File: config.mk
export PLATFORM = sky130hd
export DESIGN_NAME = ram_arbiter_flat
export DESIGN_NICKNAME = d
export VERILOG_FILES = /design/src/rtl/ram_arb_pkg.sv /design/src/rtl/ram_arbiter_if.sv /design/src/rtl/ram_arbiter_rr.sv /design/src/rtl/ram_arbiter.sv /design/src/flat_wrapper.sv
export SDC_FILE = /design/constraint.sdc
export NUM_CORES = 1
export LEC_CHECK = 0
export ABC_AREA = 1
export BUFFER_PORTS_ARGS = -buffer_cell sky130_fd_sc_hd__buf_2
export CAP_MARGIN = 10
export CORE_AREA = 2 2 81 83
export CTS_BUF_LIST = sky130_fd_sc_hd__clkbuf_8
export CTS_CLUSTER_SIZE = 24
export DETAILED_ROUTE_END_ITERATION = 6
export DIE_AREA = 0 0 83 85
export GPL_TIMING_DRIVEN = 1
export PLACE_DENSITY = 0.61
export RECOVER_POWER = 50
export SLEW_MARGIN = 20
export SYNTH_ARGS = -nofsm -noshare
export SYNTH_HDL_FRONTEND = slang
export SYNTH_SLANG_ARGS = --single-unit
File: constraint.sdc
create_clock -name i_clk -period 1.21 [get_ports i_clk]
set_input_delay 0.242 -clock i_clk [delete_from_list [all_inputs] [get_ports i_clk]]
set_output_delay 0.242 -clock i_clk [all_outputs]
set_load 0.1 [all_outputs]
File: src/rtl/ram_arb_pkg.sv
// Shared types and helpers for the RAM arbiter: FSM state encoding and byte-lane merge.
package ram_arb_pkg;

  typedef enum logic {
    S_ACCEPT = 1'b0,
    S_MERGE  = 1'b1
  } arb_state_e;

  // Widest word the merge helper handles; callers cast to and from their own width.
  localparam int unsigned MAX_DATA_WIDTH = 256;
  localparam int unsigned MAX_BE_WIDTH   = MAX_DATA_WIDTH / 8;

  // Replace the bytes of old_word selected by be with the matching bytes of new_word.
  function automatic logic [MAX_DATA_WIDTH-1:0] byte_merge(
    input logic [MAX_DATA_WIDTH-1:0] old_word,
    input logic [MAX_DATA_WIDTH-1:0] new_word,
    input logic [MAX_BE_WIDTH-1:0]   be
  );
    logic [MAX_DATA_WIDTH-1:0] res;
    res = old_word;
    for (int b = 0; b < int'(MAX_BE_WIDTH); b++) begin
      if (be[b]) res[b*8 +: 8] = new_word[b*8 +: 8];
    end
    return res;
  endfunction

endpackage

File: src/rtl/ram_arbiter_if.sv
// Requester-side request/response bus of the RAM arbiter, packed per requester.
interface ram_arbiter_if #(
  parameter int unsigned NUM_REQ    = 2,
  parameter int unsigned ADDR_WIDTH = 10,
  parameter int unsigned DATA_WIDTH = 32
);
  localparam int unsigned BE_WIDTH = DATA_WIDTH / 8;

  logic [NUM_REQ-1:0]            i_req_valid;
  logic [NUM_REQ-1:0]            o_req_ready;
  logic [NUM_REQ-1:0]            i_req_we;
  logic [NUM_REQ*ADDR_WIDTH-1:0] i_req_addr;
  logic [NUM_REQ*DATA_WIDTH-1:0] i_req_wdata;
  logic [NUM_REQ*BE_WIDTH-1:0]   i_req_be;
  logic [NUM_REQ-1:0]            o_rsp_valid;
  logic [DATA_WIDTH-1:0]         o_rsp_data;

  // Requesters drive requests and sink responses.
  modport master (
    output i_req_valid, i_req_we, i_req_addr, i_req_wdata, i_req_be,
    input  o_req_ready, o_rsp_valid, o_rsp_data
  );

  // The arbiter consumes requests and produces grants and responses.
  modport slave (
    input  i_req_valid, i_req_we, i_req_addr, i_req_wdata, i_req_be,
    output o_req_ready, o_rsp_valid, o_rsp_data
  );
endinterface

File: src/rtl/ram_arbiter_rr.sv
// Combinational round-robin picker: first valid requester at or after i_ptr, wrapping.
module rr_arbiter #(
  parameter int unsigned NUM_REQ = 2,
  parameter int unsigned IDX_W   = $clog2(NUM_REQ)
) (
  input  logic [NUM_REQ-1:0] i_valid,
  input  logic [IDX_W-1:0]   i_ptr,
  output logic [NUM_REQ-1:0] o_grant,
  output logic [IDX_W-1:0]   o_grant_idx
);

  // Scan from the pointer upward; the first hit wins.
  always_comb begin
    logic             found;
    logic [IDX_W:0]   sum;
    logic [IDX_W-1:0] idx;
    o_grant     = '0;
    o_grant_idx = '0;
    found       = 1'b0;
    for (int unsigned i = 0; i < NUM_REQ; i++) begin
      sum = (IDX_W+1)'(i_ptr) + (IDX_W+1)'(i);
      if (sum >= (IDX_W+1)'(NUM_REQ)) sum = sum - (IDX_W+1)'(NUM_REQ);
      idx = IDX_W'(sum);
      if (!found && i_valid[idx]) begin
        found        = 1'b1;
        o_grant[idx] = 1'b1;
        o_grant_idx  = idx;
      end
    end
  end

endmodule

File: src/rtl/ram_arbiter.sv
// Round-robin arbiter sharing one read-first single-port RAM between NUM_REQ requesters.
// Define RAM_ARB_RMW_EN to add byte-enable writes via a read-modify-write merge cycle.
module ram_arbiter
  import ram_arb_pkg::*;
#(
  parameter int unsigned NUM_REQ    = 2,
  parameter int unsigned DEPTH      = 1024,
  parameter int unsigned DATA_WIDTH = 32
) (
  input  logic                     i_clk,
  input  logic                     i_rst,
  ram_arbiter_if.slave             bus,
  output logic [$clog2(DEPTH)-1:0] o_ram_addr,
  output logic [DATA_WIDTH-1:0]    o_ram_data,
  output logic                     o_ram_we,
  input  logic [DATA_WIDTH-1:0]    i_ram_data
);

  localparam int unsigned ADDR_WIDTH = $clog2(DEPTH);
  localparam int unsigned BE_WIDTH   = DATA_WIDTH / 8;
  localparam int unsigned IDX_W      = $clog2(NUM_REQ);

  logic [IDX_W-1:0]      ptr;
  logic [IDX_W-1:0]      nxt_ptr;
  logic                  accept_en;
  logic [NUM_REQ-1:0]    arb_valid;
  logic [NUM_REQ-1:0]    grant;
  logic [IDX_W-1:0]      grant_idx;
  logic                  hs;
  logic                  sel_we;
  logic [ADDR_WIDTH-1:0] sel_addr;
  logic [DATA_WIDTH-1:0] sel_wdata;
  logic [BE_WIDTH-1:0]   sel_be;
  logic                  full_we;
  logic                  rsp_pend;
  logic [IDX_W-1:0]      rsp_id;

`ifdef RAM_ARB_RMW_EN
  arb_state_e            state;
  logic                  partial;
  logic [ADDR_WIDTH-1:0] lat_addr;
  logic [DATA_WIDTH-1:0] lat_wdata;
  logic [BE_WIDTH-1:0]   lat_be;
  logic [IDX_W-1:0]      lat_id;
  logic [DATA_WIDTH-1:0] old_word;
  logic                  rsp_old;
  logic [DATA_WIDTH-1:0] merged;

  assign accept_en = !i_rst && (state == S_ACCEPT);
  assign partial   = sel_we && (sel_be != '0) && (sel_be != '1);
  // An all-zero byte enable degenerates to a read; only all-ones writes go straight to RAM.
  assign full_we   = sel_we && (sel_be == '1);
  assign merged    = DATA_WIDTH'(byte_merge(MAX_DATA_WIDTH'(i_ram_data),
                                            MAX_DATA_WIDTH'(lat_wdata),
                                            MAX_BE_WIDTH'(lat_be)));
`else
  logic unused_be;

  assign accept_en = !i_rst;
  assign full_we   = sel_we;
  assign unused_be = ^sel_be;
`endif

  assign arb_valid = bus.i_req_valid & {NUM_REQ{accept_en}};

  rr_arbiter #(
    .NUM_REQ (NUM_REQ),
    .IDX_W   (IDX_W)
  ) u_rr (
    .i_valid     (arb_valid),
    .i_ptr       (ptr),
    .o_grant     (grant),
    .o_grant_idx (grant_idx)
  );

  assign bus.o_req_ready = grant;
  assign hs              = |grant;
  assign nxt_ptr         = (grant_idx == IDX_W'(NUM_REQ - 1)) ? '0 : grant_idx + IDX_W'(1);

  // One-hot mux of the granted requester's payload.
  always_comb begin
    sel_we    = 1'b0;
    sel_addr  = '0;
    sel_wdata = '0;
    sel_be    = '0;
    for (int k = 0; k < int'(NUM_REQ); k++) begin
      if (grant[k]) begin
        sel_we    = bus.i_req_we[k];
        sel_addr  = bus.i_req_addr[k*ADDR_WIDTH +: ADDR_WIDTH];
        sel_wdata = bus.i_req_wdata[k*DATA_WIDTH +: DATA_WIDTH];
        sel_be    = bus.i_req_be[k*BE_WIDTH +: BE_WIDTH];
      end
    end
  end

  // RAM port: merge write-back, else the granted access, else idle.
  always_comb begin
    o_ram_addr = '0;
    o_ram_data = '0;
    o_ram_we   = 1'b0;
`ifdef RAM_ARB_RMW_EN
    if (!i_rst && (state == S_MERGE)) begin
      o_ram_addr = lat_addr;
      o_ram_data = merged;
      o_ram_we   = 1'b1;
    end else if (hs) begin
      o_ram_addr = sel_addr;
      o_ram_data = sel_wdata;
      o_ram_we   = full_we;
    end
`else
    if (hs) begin
      o_ram_addr = sel_addr;
      o_ram_data = sel_wdata;
      o_ram_we   = full_we;
    end
`endif
  end

  // Response decode from the tag registers.
  always_comb begin
    bus.o_rsp_valid = '0;
    for (int k = 0; k < int'(NUM_REQ); k++) begin
      bus.o_rsp_valid[k] = rsp_pend && (rsp_id == IDX_W'(k));
    end
  end

`ifdef RAM_ARB_RMW_EN
  assign bus.o_rsp_data = rsp_old ? old_word : i_ram_data;
`else
  assign bus.o_rsp_data = i_ram_data;
`endif

  // Pointer, FSM, merge latches and response tag.
  always_ff @(posedge i_clk) begin
    if (i_rst) begin
      ptr      <= '0;
      rsp_pend <= 1'b0;
      rsp_id   <= '0;
`ifdef RAM_ARB_RMW_EN
      state     <= S_ACCEPT;
      lat_addr  <= '0;
      lat_wdata <= '0;
      lat_be    <= '0;
      lat_id    <= '0;
      old_word  <= '0;
      rsp_old   <= 1'b0;
`endif
    end else begin
      rsp_pend <= 1'b0;
`ifdef RAM_ARB_RMW_EN
      rsp_old  <= 1'b0;
      case (state)
        S_ACCEPT: begin
          if (hs) begin
            ptr <= nxt_ptr;
            if (partial) begin
              state     <= S_MERGE;
              lat_addr  <= sel_addr;
              lat_wdata <= sel_wdata;
              lat_be    <= sel_be;
              lat_id    <= grant_idx;
            end else begin
              rsp_pend <= 1'b1;
              rsp_id   <= grant_idx;
            end
          end
        end
        S_MERGE: begin
          old_word <= i_ram_data;
          rsp_old  <= 1'b1;
          rsp_pend <= 1'b1;
          rsp_id   <= lat_id;
          state    <= S_ACCEPT;
        end
        default: state <= S_ACCEPT;
      endcase
`else
      if (hs) begin
        ptr      <= nxt_ptr;
        rsp_pend <= 1'b1;
        rsp_id   <= grant_idx;
      end
`endif
    end
  end

endmodule
File: src/flat_wrapper.sv
// flat-port wrapper written by rule: the top's interface ports become plain ports
module ram_arbiter_flat import ram_arb_pkg::*;
#(
  parameter int unsigned NUM_REQ    = 2,
  parameter int unsigned DEPTH      = 1024,
  parameter int unsigned DATA_WIDTH = 32
)
  (i_clk, i_rst, o_ram_addr, o_ram_data, o_ram_we, i_ram_data, bus_i_req_valid, bus_i_req_we, bus_i_req_addr, bus_i_req_wdata, bus_i_req_be, bus_o_req_ready, bus_o_rsp_valid, bus_o_rsp_data);
  ram_arbiter_if #(.NUM_REQ(NUM_REQ), .DATA_WIDTH(DATA_WIDTH)) bus_i ();
  input  logic i_clk;
  input  logic i_rst;
  output logic [$clog2(DEPTH)-1:0] o_ram_addr;
  output logic [DATA_WIDTH-1:0] o_ram_data;
  output logic o_ram_we;
  input  logic [DATA_WIDTH-1:0] i_ram_data;
  input wire logic [$bits(bus_i.i_req_valid)-1:0] bus_i_req_valid;
  input wire logic [$bits(bus_i.i_req_we)-1:0] bus_i_req_we;
  input wire logic [$bits(bus_i.i_req_addr)-1:0] bus_i_req_addr;
  input wire logic [$bits(bus_i.i_req_wdata)-1:0] bus_i_req_wdata;
  input wire logic [$bits(bus_i.i_req_be)-1:0] bus_i_req_be;
  output wire logic [$bits(bus_i.o_req_ready)-1:0] bus_o_req_ready;
  output wire logic [$bits(bus_i.o_rsp_valid)-1:0] bus_o_rsp_valid;
  output wire logic [$bits(bus_i.o_rsp_data)-1:0] bus_o_rsp_data;
  assign bus_i.i_req_valid = bus_i_req_valid;
  assign bus_i.i_req_we = bus_i_req_we;
  assign bus_i.i_req_addr = bus_i_req_addr;
  assign bus_i.i_req_wdata = bus_i_req_wdata;
  assign bus_i.i_req_be = bus_i_req_be;
  assign bus_o_req_ready = bus_i.o_req_ready;
  assign bus_o_rsp_valid = bus_i.o_rsp_valid;
  assign bus_o_rsp_data = bus_i.o_rsp_data;
  ram_arbiter #(.NUM_REQ(NUM_REQ), .DEPTH(DEPTH), .DATA_WIDTH(DATA_WIDTH)) u_core (.i_clk(i_clk), .i_rst(i_rst), .bus(bus_i), .o_ram_addr(o_ram_addr), .o_ram_data(o_ram_data), .o_ram_we(o_ram_we), .i_ram_data(i_ram_data));
endmodule
==> results of run 1 <==
-- per-stage QoR --
| stage | hold WS (ns) | instance area, µm² | setup TNS (ns) | total power [µW] |
|---|---|---|---|---|
| CTS | 0.379 | 2960 | -13.15 | 2280 |
| global route | 0.458 | 3030 | -16.08 | 2390 |
| global placement | 0.442 | 2890 | -8.02 | 1960 |
| floorplan | 0.403 | 1580 | -3.76 | 1750 |
| detailed placement | 0.451 | 2890 | -8.63 | 1970 |
| finish | 0.380 | 3030 | -13.71 | 2300 |
-- where the power goes --
| part | internal (µW) | switching [µW] | leakage (µW) |
|---|---|---|---|
| clock | 217 | 73.9 | 0.0000269 |
| combinational | 701 | 1190 | 0.00131 |
| sequential | 108 | 12.5 | 0.0000259 |
| total | 1030 | 1270 | 0.00137 |
-- cell usage in the layout (no fill, tap or decap), drive strengths merged --
cell type,netlist,routed
a21oi,1,1
buf,50,149
clkbuf,3,4
clkinvlp,0,1
dfxtp,3,3
inv,7,7
nand2,47,47
nand3,44,44
nand4,1,1
nor2,3,3
o211ai,43,43
o21ai,2,2
-- cell usage after synthesis --
library cell	instances	share of area
nor2_1	1	0.0032
inv_2	2	0.0064
o21ai_0	2	0.0085
nand3_1	44	0.19
a21oi_1	1	0.0042
inv_1	5	0.016
nor2_2	2	0.011
buf_1	5	0.016
buf_4	32	0.20
nand4_1	1	0.0053
nand2_1	47	0.15
buf_2	13	0.055
clkbuf_1	3	0.0096
o211ai_1	43	0.27
dfxtp_1	3	0.051
-- worst paths after layout --
check	slack (ns)	start	depth (start not counted)	end
worst max-delay path	-0.33	u_core.ptr	4	o_ram_addr[9]
worst min register to register	0.50	u_core.rsp_id	2	u_core.rsp_id
worst max register to register	0.21	u_core.ptr	4	u_core.rsp_id
worst min-delay path	0.38	bus_i_req_valid[0]	3	u_core.ptr
-- kinds of logic (layout without fill, tap and decap cells) --
group / Yosys count / count (layout)
compound gates: 46 / 46
simple gates: 95 / 95
flops: 3 / 3
buf+inv: 60 / 161
-- critical path: stages, from the launching register on --
cell and delay, ns:
dfxtp_4 0.37, buf_12 0.16, o211ai_1 0.27, nand2_4 0.08, buf_12 0.17
-- sequential cells by signal, summed over array words and instances, names as in the netlist --
signal / cells
u_core.ptr: 1
u_core.rsp_pend: 1
u_core.rsp_id: 1
-- layout make-up --
class,instances,area (µm²),share of cell area
clock buffer,3,41.3,0.0136
clock inverter,1,3.75,0.00124
inverter,7,35.0,0.0115
multi-input combinational,141,1160,0.382
sequential,3,65.1,0.0214
tap,77,96.3,0.0318
timing repair buffer,150,1630,0.539
-- per-layer routing --
metal	global-route usage	wire length, µm	vias to the layer above
met4	0.0447	103	0
li1	-	-	891
met3	0.0340	386	16
met2	0.265	2920	92
met5	0	0	-
met1	0.176	2130	866
-- timing repair --
action,in CTS,in global routing
gates resized for setup,9,9
hold buffers,0,0
gates cloned,0,1
pin swaps,19,8
setup endpoints to repair,46,45
==> impl_metrics.ini, run 1 <==
[logic_synthesis]
ys_warn_count = 0
synth_xor_area_frac = 0
avgSynthCellArea_um2 = 5.78
netlist_area_um2 = 1180
synth-compound-area-share = 0.287
seq_area_frac_synth = 0.0510
syn_nets = 334
ys_ff_latch = 3
synthMuxAreaShare = 0
synth_top_family_by_area = simple AND/OR/NAND/NOR gates
synth_cells = 204
synthAdderAreaFrac = 0
yosys.area_share.simple = 0.356
synth.distinct_cells = 15

[clocking]
cts_sinks = 3
cts_root_buf = clkbuf_8
clk_pin_slew_worst_paths_ns = 0.03
cts_tree = done
htreeDepth = 1
insertion_delay_ns = 0.22
post_cts_buffers = 0
numCtsBuffers = 3
cts.path.max_buffers = 2

[grt]
globalRouteOverflowTotal = 0
grt_max_degree = 24
grt_pass1_wl_um = 8790
grtUsageTotal = 0.148
first_global_vias = 1818
antenna_found_initial = 0

[drt]
routed_via_density = 4.88
num_vias = 1865
wl_um = 5540
drc = 0
dr.first_iter.drc_count = 31
wl_per_cell_um = 14.5
dr.pass1.iters = 4
antenna_left = 0

[finish]
n_fill_cell = 578
final_cells = 382
layout.nets = 436
antenna_cells = 0
area_growth_syn_to_layout_pct = 157
drive_gt1_frac = 0.702
fin_util = 0.489

[sta]
finalClockSkew_ns = 0.000460
fin_crit_ns = 1.54
fmax_ghz = 0.651
worstMarginPinSlew_ns = 0.284
setup_violations = 45
drv_slew = 0
period_share = 1.27
rsz0062_at_grt = true
relSlewSlack = 0.810
finalHoldViolCount = 0
setup_ws_ns = -0.326

[worst_setup_path]
endpoint_kind = primary output
cp_data_required_time_ns = 0.97
cp.arrival_ns = 1.29
critPathKind = reg2out
critPathLaunchType = flop
cp_max_fo = 23

[place]
portBuffers = 136
dp_hpwl_um = 4140
gp_congestion = 0.694
placedCellCount = 377
dp_worst_setup_slack_ns = -0.211

[run_status]
status = finished with violations
violations = negative setup slack

[die]
die_w_um = 83
dieHeight_um = 85
dieArea_um2 = 7060
rows = 29
ioPinCount = 209
core_area_um2 = 6200
start_util = 0.190

[pwr]
p_leak_uw = 0.00137
ir_worst_vdd_v = 0.000709
powerDensity_nw_per_um2 = 758

[job]
drv_cap = 0

[worst_hold_path]
worstHoldPathType = in2reg
Note: power is estimated with default switching activity, not from simulation.
==> inputs of run 2 (changes only) <==
--- a/config.mk
+++ b/config.mk
@@ -5,7 +5,6 @@
 export SDC_FILE = /design/constraint.sdc
 export NUM_CORES = 1
 export LEC_CHECK = 0
-export ABC_AREA = 1
 export BUFFER_PORTS_ARGS = -buffer_cell sky130_fd_sc_hd__buf_2
 export CAP_MARGIN = 10
 export CORE_AREA = 2 2 81 83
@@ -14,7 +13,7 @@
 export DETAILED_ROUTE_END_ITERATION = 6
 export DIE_AREA = 0 0 83 85
 export GPL_TIMING_DRIVEN = 1
-export PLACE_DENSITY = 0.61
+export PLACE_DENSITY = 0.59
 export RECOVER_POWER = 50
 export SLEW_MARGIN = 20
 export SYNTH_ARGS = -nofsm -noshare
==> run 2 against run 1 <==
The flow still finishes with violations (negative setup slack); cell area up 6.9%; maximum frequency shrank 9.2%; worst setup slack got worse by 0.15 ns; register-to-register slack got worse by 0.20 ns; clock power down 3%.
==> impl_metrics.ini, run 2 <==
[grt]
first_global_vias = 1739
globalRouteOverflowTotal = 0
grt_pass1_wl_um = 8910
grt_max_degree = 28
grtUsageTotal = 0.150
antenna_found_initial = 0

[logic_synthesis]
synth_most_common_cell = nor2_1
synth_xor_area_frac = 0
synth.distinct_cells = 16
yosys-top-cells-area = a32oi_1 (35%), buf_4 (22%), nor2_1 (16%), buf_6 (9.4%), dfxtp_1 (5.6%)
netlist_area_um2 = 1080
synth_common_cells = nor2_1 (47), a32oi_1 (43), buf_4 (32), buf_6 (9), buf_2 (6)
ys_ff_latch = 3
synth-edff-count = 0
yosys.area_share.simple = 0.213
ys_warn_count = 0
synth-compound-area-share = 0.372
synthMuxAreaShare = 0
synth_top_cell_area_share = 0.350
syn_nets = 284
synth_area_leader_cell = a32oi_1
synthAdderAreaFrac = 0
synth_top_family_by_area = compound AO/OA/AOI/OAI gates
avgSynthCellArea_um2 = 6.99
synth_ff_type = dfxtp_1
seq_area_frac_synth = 0.0558
synthArstFlopShare = 0
synth_cells = 154

[worst_setup_path]
cp_data_required_time_ns = 0.97
rr_worst_depth = 5
cp_max_fo = 13
critPathLaunchType = flop
worstReg2RegStart = u_core.ptr
cp.arrival_ns = 1.45
r2r_setup_slack_ns = 0.01
endpoint_kind = primary output
critPathKind = reg2out
worstReg2RegEnd = u_core.rsp_id

[pwr]
p_leak_uw = 0.00122
powerDensity_nw_per_um2 = 759
ir_worst_vdd_v = 0.000626

[sta]
relSlewSlack = 0.674
drv_slew = 0
finalClockSkew_ns = 0.00146
rsz0062_at_grt = true
period_share = 1.40
fin_crit_ns = 1.69
worstMarginPinSlew_ns = 0.489
fin_hold_ws_ns = 0.440
setup_violations = 45
finalHoldViolCount = 0
setup_ws_ns = -0.481
fmax_ghz = 0.591

[place]
place_area_um2 = 2740
portBuffers = 136
dp_hpwl_um = 3990
gp_congestion = 0.694

[worst_hold_path]
worstHoldPathType = in2reg
hold_depth = 4
hp-start = bus_i_req_valid[0]
hold_end = u_core.rsp_pend

[drt]
wl_um = 5400
dr.pass1.iters = 3
dr.first_iter.drc_count = 34
num_vias = 1603
routed_via_density = 4.71
antenna_left = 0
wl_per_cell_um = 15.9
drc = 0

[job]
drv_cap = 0

[finish]
largestRegisters = u_core.ptr (1), u_core.rsp_id (1), u_core.rsp_pend (1)
area_growth_syn_to_layout_pct = 201
final_common_cell = buf_2
drive_gt1_frac = 0.966
fin_util = 0.523
most-common-layout-cells = buf_2 (88), buf_12 (54), nor2_4 (44)
final_cell_area_um2 = 3240
antenna_cells = 0
n_fill_cell = 535
layout.nets = 394

[die]
dieArea_um2 = 7060
start_util = 0.173
rows = 29
dieHeight_um = 85
die_w_um = 83
ioPinCount = 209
core_area_um2 = 6200

[clocking]
cts.path.max_buffers = 2
cts_root_buf = clkbuf_8
numCtsBuffers = 3
insertion_delay_ns = 0.21
cts_tree = done
cts_sinks = 3
htreeDepth = 1
clk_pin_slew_worst_paths_ns = 0.03
holdBufCountCts = 0

[run_status]
status = finished with violations
violations = negative setup slack
==> run 2: changes by cell type after synthesis, sizes merged, moves of 2 or more <==
cell    change
a32oi      +43
nand3      -44
nand2      -46
and2        +2
o211ai     -43
buf         -2
nor2       +44
inv         -7
nand2b      +2
o21ai       -2
==> run 2: critical path, cell delays in order, from the launching register on <==
cell and delay (ns):
dfxtp_4 0.34, nand2b_4 0.19, buf_12 0.17, a32oi_2 0.28, nor2_4 0.07, buf_12 0.17
==> run 2: metal layers <==
layer	vias to the layer above	track usage	wire, µm
met1	749	0.172	1890
met4	0	0.0387	74
met3	16	0.0272	366
met2	67	0.287	3070
li1	771	-	-
met5	-	0	0
==> run 2: power by group <==
group | switching (µW) | internal [µW]
combinational | 1270 | 795
clock | 65.0 | 216
sequential | 6.76 | 107
==> run 2: stage by stage <==
stage / TNS (ns) / worst slack, ns / std cells / power (µW)
floorplan: -16.42 / -0.389 / 154 / 1790
global placement: -11.64 / -0.302 / 334 / 1960
detailed placement: -12.69 / -0.327 / 334 / 1980
CTS: -20.78 / -0.482 / 339 / 2480
global route: -22.91 / -0.540 / 340 / 2560
finish: -20.31 / -0.481 / 340 / 2460
==> run 2: worst max-delay path by stage <==
| stage | startpoint | endpoint | cells after the start | slack (ns) |
|---|---|---|---|---|
| after floorplan | u_core.ptr | o_ram_data[22] | 5 | -0.39 |
| after global routing | u_core.ptr | o_ram_data[20] | 5 | -0.54 |
| after CTS | u_core.ptr | o_ram_data[20] | 5 | -0.48 |
| after global placement | u_core.ptr | o_ram_data[31] | 5 | -0.30 |
| after detailed placement | u_core.ptr | o_ram_addr[5] | 5 | -0.33 |
| final | u_core.ptr | o_ram_data[20] | 5 | -0.48 |
==> run 2: logic make-up (layout without fill, tap and decap cells) <==
| group | Yosys count | count (layout) |
|---|---|---|
| and+or+nand+nor | 55 | 55 |
| DFF | 3 | 3 |
| buffers and inverters | 51 | 160 |
| AOI/OAI and AO/OA | 45 | 45 |
==> run 2: area by class of cell <==
cell class	count	area, µm²	area share
clock inverter	1	3.75	0.00116
clock buffer	3	41.3	0.0127
timing repair buffer	156	1650	0.509
multi-input combinational	100	1390	0.427
sequential	3	65.1	0.0201
tap	77	96.3	0.0297
==> run 2: repair_timing <==
item,CTS,global route
pin swaps,1,1
cloned,1,0
setup endpoints to repair,46,46
buffers inserted,0,1
resized for setup,57,1
